## config.mk

```make
export PLATFORM = sky130hd
export DESIGN_NAME = truth_table_sweeper_flat
export DESIGN_NICKNAME = d
export VERILOG_FILES = /design/src/rtl/truth_table_sweeper_if.sv /design/src/rtl/truth_table_sweeper.sv /design/src/flat_wrapper.sv
export SDC_FILE = /design/constraint.sdc
export NUM_CORES = 1
export LEC_CHECK = 0
export ABC_AREA = 1
export CAP_MARGIN = 15
export CORE_MARGIN = 2
export CORE_UTILIZATION = 48
export DETAILED_ROUTE_END_ITERATION = 6
export GPL_TIMING_DRIVEN = 0
export PLACE_DENSITY_LB_ADDON = 0.05
export SETUP_SLACK_MARGIN = 0.5
export SYNTH_ARGS = -nofsm -noshare
export SYNTH_HDL_FRONTEND = slang
export SYNTH_SLANG_ARGS = --single-unit
export TNS_END_PERCENT = 100
```

## constraint.sdc

```tcl
create_clock -name clk -period 2.8 [get_ports clk]
set_input_delay 0.42 -clock clk [delete_from_list [all_inputs] [get_ports clk]]
set_output_delay 0.42 -clock clk [all_outputs]
set_load 0.01 [all_outputs]
```

## src/rtl/truth_table_sweeper_if.sv

```systemverilog
// Bus between the truth-table sweeper and the Boolean block / controller it serves.
// The slave side is the sweeper; the master side drives start and returns f.
interface truth_table_sweeper_if;
  logic       start;
  logic       f;
  logic       a;
  logic       b;
  logic       c;
  logic       busy;
  logic       done;
  logic [7:0] tt;
  logic       pass;
  logic [3:0] mismatch_cnt;

  modport slave (
    input  start, f,
    output a, b, c, busy, done, tt, pass, mismatch_cnt
  );

  modport master (
    output start, f,
    input  a, b, c, busy, done, tt, pass, mismatch_cnt
  );
endinterface

```

## src/rtl/truth_table_sweeper.sv

```systemverilog
// Sweeps {A,B,C} through 0..7, samples F after a settle window per vector and
// grades the captured truth table against a golden one.
//
// state  | meaning
// IDLE   | waiting for start; results from the last sweep held
// SETTLE | current vector driven, counting settle cycles
// SAMPLE | capture F into tt[idx], advance to the next vector
// DONE   | one-cycle completion pulse; pass/mismatch_cnt valid
module truth_table_sweeper #(
  parameter int unsigned SETTLE_CYCLES = 2,
  parameter logic [7:0]  EXPECTED      = 8'hD5
) (
  input  logic                 clk,
  input  logic                 rst_n,
  truth_table_sweeper_if.slave bus
);

  typedef enum logic [1:0] {IDLE, SETTLE, SAMPLE, DONE} state_t;

  localparam logic [3:0] SETTLE_LIM = 4'(SETTLE_CYCLES);

  state_t     state;
  logic [2:0] idx;
  logic [3:0] cnt;
  logic       busy_q;
  logic       done_q;
  logic       pass_q;
  logic [7:0] tt_q;
  logic [3:0] mm_q;

  logic [7:0] tt_final;
  logic [3:0] mm_final;

  // Grading uses the table as it will look once the last sample lands.
  always_comb begin
    tt_final    = tt_q;
    tt_final[7] = bus.f;
    mm_final    = '0;
    for (int i = 0; i < 8; i++) begin
      mm_final = mm_final + {3'b000, tt_final[i] ^ EXPECTED[i]};
    end
  end

  always_ff @(posedge clk or negedge rst_n) begin
    if (!rst_n) begin
      state  <= IDLE;
      idx    <= '0;
      cnt    <= '0;
      busy_q <= 1'b0;
      done_q <= 1'b0;
      pass_q <= 1'b0;
      tt_q   <= '0;
      mm_q   <= '0;
    end else begin
      case (state)
        IDLE: begin
          done_q <= 1'b0;
          if (bus.start) begin
            state  <= SETTLE;
            idx    <= '0;
            cnt    <= '0;
            tt_q   <= '0;
            pass_q <= 1'b0;
            mm_q   <= '0;
            busy_q <= 1'b1;
          end
        end
        SETTLE: begin
          if (cnt < SETTLE_LIM) begin
            cnt <= cnt + 4'd1;
          end else begin
            state <= SAMPLE;
          end
        end
        SAMPLE: begin
          tt_q[idx] <= bus.f;
          if (idx != 3'd7) begin
            idx   <= idx + 3'd1;
            cnt   <= '0;
            state <= SETTLE;
          end else begin
            state  <= DONE;
            busy_q <= 1'b0;
            done_q <= 1'b1;
            pass_q <= (tt_final == EXPECTED);
            mm_q   <= mm_final;
          end
        end
        DONE: begin
          state  <= IDLE;
          done_q <= 1'b0;
        end
        default: begin
          state  <= IDLE;
          busy_q <= 1'b0;
          done_q <= 1'b0;
        end
      endcase
    end
  end

  assign bus.a            = idx[2];
  assign bus.b            = idx[1];
  assign bus.c            = idx[0];
  assign bus.busy         = busy_q;
  assign bus.done         = done_q;
  assign bus.tt           = tt_q;
  assign bus.pass         = pass_q;
  assign bus.mismatch_cnt = mm_q;

endmodule

```

## src/flat_wrapper.sv

```systemverilog
// flat-port wrapper written by rule: the top's interface ports become plain ports
module truth_table_sweeper_flat 
#(
  parameter int unsigned SETTLE_CYCLES = 2,
  parameter logic [7:0]  EXPECTED      = 8'hD5
)
  (clk, rst_n, bus_start, bus_f, bus_a, bus_b, bus_c, bus_busy, bus_done, bus_tt, bus_pass, bus_mismatch_cnt);
  truth_table_sweeper_if bus_i ();
  input  logic clk;
  input  logic rst_n;
  input wire logic [$bits(bus_i.start)-1:0] bus_start;
  input wire logic [$bits(bus_i.f)-1:0] bus_f;
  output wire logic [$bits(bus_i.a)-1:0] bus_a;
  output wire logic [$bits(bus_i.b)-1:0] bus_b;
  output wire logic [$bits(bus_i.c)-1:0] bus_c;
  output wire logic [$bits(bus_i.busy)-1:0] bus_busy;
  output wire logic [$bits(bus_i.done)-1:0] bus_done;
  output wire logic [$bits(bus_i.tt)-1:0] bus_tt;
  output wire logic [$bits(bus_i.pass)-1:0] bus_pass;
  output wire logic [$bits(bus_i.mismatch_cnt)-1:0] bus_mismatch_cnt;
  assign bus_i.start = bus_start;
  assign bus_i.f = bus_f;
  assign bus_a = bus_i.a;
  assign bus_b = bus_i.b;
  assign bus_c = bus_i.c;
  assign bus_busy = bus_i.busy;
  assign bus_done = bus_i.done;
  assign bus_tt = bus_i.tt;
  assign bus_pass = bus_i.pass;
  assign bus_mismatch_cnt = bus_i.mismatch_cnt;
  truth_table_sweeper #(.SETTLE_CYCLES(SETTLE_CYCLES), .EXPECTED(EXPECTED)) u_core (.clk(clk), .rst_n(rst_n), .bus(bus_i));
endmodule
```

# Word-level counts from Yosys, hierarchy flattened
# Index checks and enable logic that the tools add are counted.
# totals
mem_count,0
latch_bits,0
output_inout_bits,18
ram_bits,0
ff_bits,24
mem_bits_ro,0
in_bits,4
wordCells,73
# classes
reduce_logical,12
n_mux,26
addsub,9
n_eq_ne,10
bitwise_logic,5
mul,0
shift,0
n_lt_le_gt_ge,3
n_div,0
# op_table
cell,n
adder 4 x 1 -> 4 bit,6
two-way mux 4 bit,4
case mux 8 bit (2 select lines),1
case mux 4 bit (3 select lines),1
bitwise mux 8 bit,1
equality test 8 bit (second input constant),1
two-way mux 8 bit,1
case mux 2 bit (4 select lines),1
case mux 4 bit (2 select lines),1
two-way mux 1 bit,6
two-way mux 2 bit,3
two-way mux 3 bit,2
inequality test 2 bit (second input constant),3
case mux 1 bit (2 select lines),3
case mux 3 bit (2 select lines),1
AND reduction 2 bit,3
AND reduction 3 bit,2
NOT 1 bit,5
adder 4 x 1 -> 4 bit (second input constant),1
equality test 2 bit (second input constant),2
less-than comparator 3 x 4 -> 1 bit (second input constant),1
less-than comparator 4 x 2 -> 1 bit (second input constant),1
inequality test 2 x 1 -> 1 bit (second input constant),2
AND reduction 4 bit,1
11 further kinds,12

# Longest topological paths before layout
# depth
depth_word,10
ltp_mapped,11
ltp_nobuf,11

# Least setup slack after synthesis
# Ideal clock, no wire load.
# synth_path
path_kind,register to register
startpoint,"register u_core.tt_q[0], in the netlist u_core.bus.tt[0]"
endpoint,"register u_core.mm_q[2], in the netlist u_core.bus.mismatch_cnt[2]"
setup_time_ps,83
synth_period_minus_slack_ps,2998
n_path_buf,0
path_stages_with_launch,12
arrival_ps,2915
slack_ps,-198
required_ps,2717
cell_sequence,dfrtp_1 -> inv_1 -> ha_1 -> fa_1 -> inv_1 -> fa_1 -> inv_1 -> fa_1 -> fa_1 -> a21oi_1 -> o21ai_0 -> o21ai_0
# synth_via
elab_chain_len,10
# synth_lines
item,line_no,rtl
"start, declared",truth_table_sweeper.sv:28,logic [7:0] tt_q;
"start signal, assigned by index",truth_table_sweeper.sv:76,tt_q[idx] <= bus.f;
NOT 1 bit (no source line),--,
adder 1 x 1 -> 2 bit,truth_table_sweeper.sv:40,"mm_final = mm_final + {3'b000, tt_final[i] ^ EXPECTED[i]};"
adder 4 x 1 -> 4 bit (6 in series),truth_table_sweeper.sv:40,
two-way mux 4 bit,truth_table_sweeper.sv:77,if (idx != 3'd7) begin
case mux 4 bit (2 select lines),truth_table_sweeper.sv:55,case (state)
"end signal, assigned",truth_table_sweeper.sv:86,mm_q <= mm_final;
"end, declared",truth_table_sweeper.sv:29,logic [3:0] mm_q;
# Every way passes these cells. The select of a mux whose other input is x is not followed.
# A chain may end at the register's enable or synchronous reset.

# Final worst setup path
# layout_path
startpoint,"register u_core.tt_q[1], in the netlist u_core.bus.tt[1]"
endpoint,"register u_core.mm_q[2], in the netlist u_core.bus.mismatch_cnt[2]"
# layout_via
elab_chain_len,9
# layout_lines
item,line_no
adder 1 x 1 -> 2 bit,truth_table_sweeper.sv:40
adder 4 x 1 -> 4 bit (6 in series),truth_table_sweeper.sv:40
two-way mux 4 bit,truth_table_sweeper.sv:77
case mux 4 bit (2 select lines),truth_table_sweeper.sv:55
# Every way passes these cells. The select of a mux whose other input is x is not followed.

==> out/qor.txt <==
Crit path required time: 3.06 ns
Ant. Diodes: 0
Grt ovf: 0
Layout net count: 253
CTS tree: yes
Final Skew: 0.0114 ns
Setup CP Type: flop to flop
Tcrit/Tclk final: 102%
Total core area: 3030 um2
Place WS: -0.449 ns
RSZ-0062 raised after global routing: true
Die area: 3630 um2
I/O Pins: 22
Routed WL: 3.12 mm
Pre-antenna DRT Iters: 4
DR vias/cell: 4.74
Failing checks: negative setup slack
Flip-flop and latch count after synthesis: 24
Antenna-violating nets left: 0
DR WL/cell: 11.3 um
Sequential element share of the synthesized area: 39.5%
Placed Instances: 268
Num CTS Buffers: 3
Number of synthesized flops with an enable pin: 0
Final Hold Viols: 0
P&R area growth vs syn: 25.2%
Remaining DRCs: 0
Power per cell area: 874 nW/um2
Max Root-Sink Buffers: 2
Crit path largest cell delay: 0.50 ns
Final setup violation count: 2
CP startpoint kind: flop
Pleak: 1.03 nW
Clk pin slew, worst setup/hold paths: 0.14 ns
Fmax: 351 MHz
Post-synth top area share: 39.5%
Die Y: 60.3 um
GRT Util Overall: 19.1%
Synth area leaders: dfrtp_1, nand2_1, inv_1
Hpwl dp: 2.33 mm
Initial core utilization: 50.2%
Critical Path AT: 3.11 ns
Htree depth: 1
Rows: 20
Reg2reg end: u_core.bus.mismatch_cnt[2]
Net Count, Synth: 222
Cell area after synthesis: 1520 um2
CP Cell Sequence: ha_4 -> fa_1 -> inv_1 -> fa_1 -> inv_1 -> fa_2 -> fa_2 -> a21oi_2 -> o21ai_1 -> o21ai_1
Slew @ Worst Pin: 0.410 ns
First-pass GRT wire length: 5.11 mm
Most used flip-flop cell after synthesis: dfrtp_1
Share of synthesized registers carrying an async set or reset: 100%
Gpl congestion: 0.840
HP Class: input pin to asynchronous set/reset pin
Tmin final: 2.85 ns
Maxcap violations: 0
Largest net degree at the start of global routing: 25
Reg2reg setup slack: -0.05 ns
CTS Sinks: 24
Vias in the first global route: 1177
Most frequent cell after synthesis: nand2_1
Worst-Skew Late Latency: 0.32 ns
Warnings from Yosys: 0
VDD IR max: 355 uV
Unique masters post-synth: 18
Reg2Reg Depth: 10
Initial antenna violation count: 0
Final Max Slew Viols: 0
Post-synth top cells: nand2_1, inv_1, dfrtp_1, nand3_1, nor2_1
Vias: 1313
Fillers: 296
DRT iter0 DRCs: 65
Critical Path Slowest Stage Cell: fa_1
Fraction of layout cells with a size suffix above 1: 11.2%
Cells after Synth: 203
Setup ws final: -0.0511 ns
Crit Path Max Fanout: 2
Port bufs: 21
Die width: 60.3 um
Clk root buf: clkbuf_4
Status: finished with violations
Fin cells: 277
Syn_area_per_cell: 7.48 um2
Worst R2R Start: u_core.bus.tt[1]
Max-slew headroom: 72.6%
Area leader, netlist: dfrtp_1
Critical Path Sink Type: flop
-- cell usage in the layout, fill, tap and decap left out, types with 2 or more instances in the layout --
master and n:
a21oi_1 2, a21oi_2 2, buf_4 5, clkbuf_4 3, clkdlybuf4s50_1 20, dfrtp_1 23, fa_1 2, fa_2 2
ha_1 10, inv_1 36, inv_2 3, nand2_1 71, nand2_2 3, nand3_1 14, nand3_2 2, nand4_1 2
nor2_1 14, nor2_4 2, o21ai_0 6, o21ai_1 2
-- area by class of cell --
cell class                 count  area [um2]  area share, %
buffer                         2        15.0          0.789
inverter                      39         146           7.70
multi-input combinational    138         787           41.4
sequential                    24         602           31.6
timing repair buffer          26         270           14.2
tap                           44        55.1           2.89
clock buffer                   4        26.3           1.38
-- per-layer routing --
metal	global-route usage [%]	wire [um]
met5	0	0
met4	8.57	50
met3	2.60	90
met2	30.7	1480
met1	25.5	1500
-- metrics by stage --
stage          cell area (um2)  hold WS, ns  utilization, %  power, mW  TNS [ns]
4_1_cts                   1860        0.499            61.4       1.65   -0.0826
3_3_place_gp              1800        0.460            59.5       1.40    -0.926
2_1_floorplan             1540        0.124               -       1.14         0
6_report                  1900        0.390            62.8       1.66   -0.0950
3_5_place_dp              1800        0.464            59.5       1.43    -0.960
5_1_grt                   1900        0.395            62.8       1.84    -0.318
-- sequential cells by signal (all words and copies together) (netlist names) --
name,count
u_core.bus.busy,1
u_core.idx,3
u_core.bus.mismatch_cnt,4
u_core.bus.pass,1
u_core.state,2
u_core.cnt,4
u_core.bus.tt,8
u_core.bus.done,1
-- timing repair --
| action | in CTS | in global routing |
|---|---|---|
| buffers inserted | 3 | 1 |
| setup endpoints to repair | 4 | 4 |
| pin swaps | 1 | 0 |
| gates resized for setup | 4 | 2 |
| hold buffers | 0 | 0 |
-- cell families (layout without fill, tap and decap cells) --
logic type                 after synthesis  after routing  share of synthesized area (%)
AOI/OAI and AO/OA                       15             15                           5.35
adders and majority gates               15             15                           14.3
buffers and inverters                   41             71                           10.6
DFF                                     24             24                           39.5
and+or+nand+nor                        108            108                           30.1
-- worst max-delay path by stage --
| stage | from | endpoint | cells past startpoint |
|---|---|---|---|
| floorplan | u_core.bus.tt[0] | u_core.bus.mismatch_cnt[2] | 11 |
| global placement | bus_f | u_core.bus.mismatch_cnt[2] | 11 |
| detailed placement | bus_f | u_core.bus.mismatch_cnt[2] | 11 |
| CTS | u_core.bus.tt[1] | u_core.bus.mismatch_cnt[2] | 10 |
| global route | u_core.bus.tt[1] | u_core.bus.mismatch_cnt[2] | 10 |
| finish | u_core.bus.tt[1] | u_core.bus.mismatch_cnt[2] | 10 |
-- critical path: cells and delay by family (launching register included) --
family	cells	cell delay [ns]
buffers and inverters	2	0.10
AOI/OAI and AO/OA	3	0.32
adders and majority gates	5	1.92
DFF	1	0.45
-- where the power goes --
group	total [mW]	internal [mW]	switching, mW
logic	0.976	0.416	0.560
clock network	0.161	0.0557	0.105
registers	0.526	0.430	0.0958
total	1.66	0.902	0.761
No activity file was read; power rests on OpenSTA's default activity.
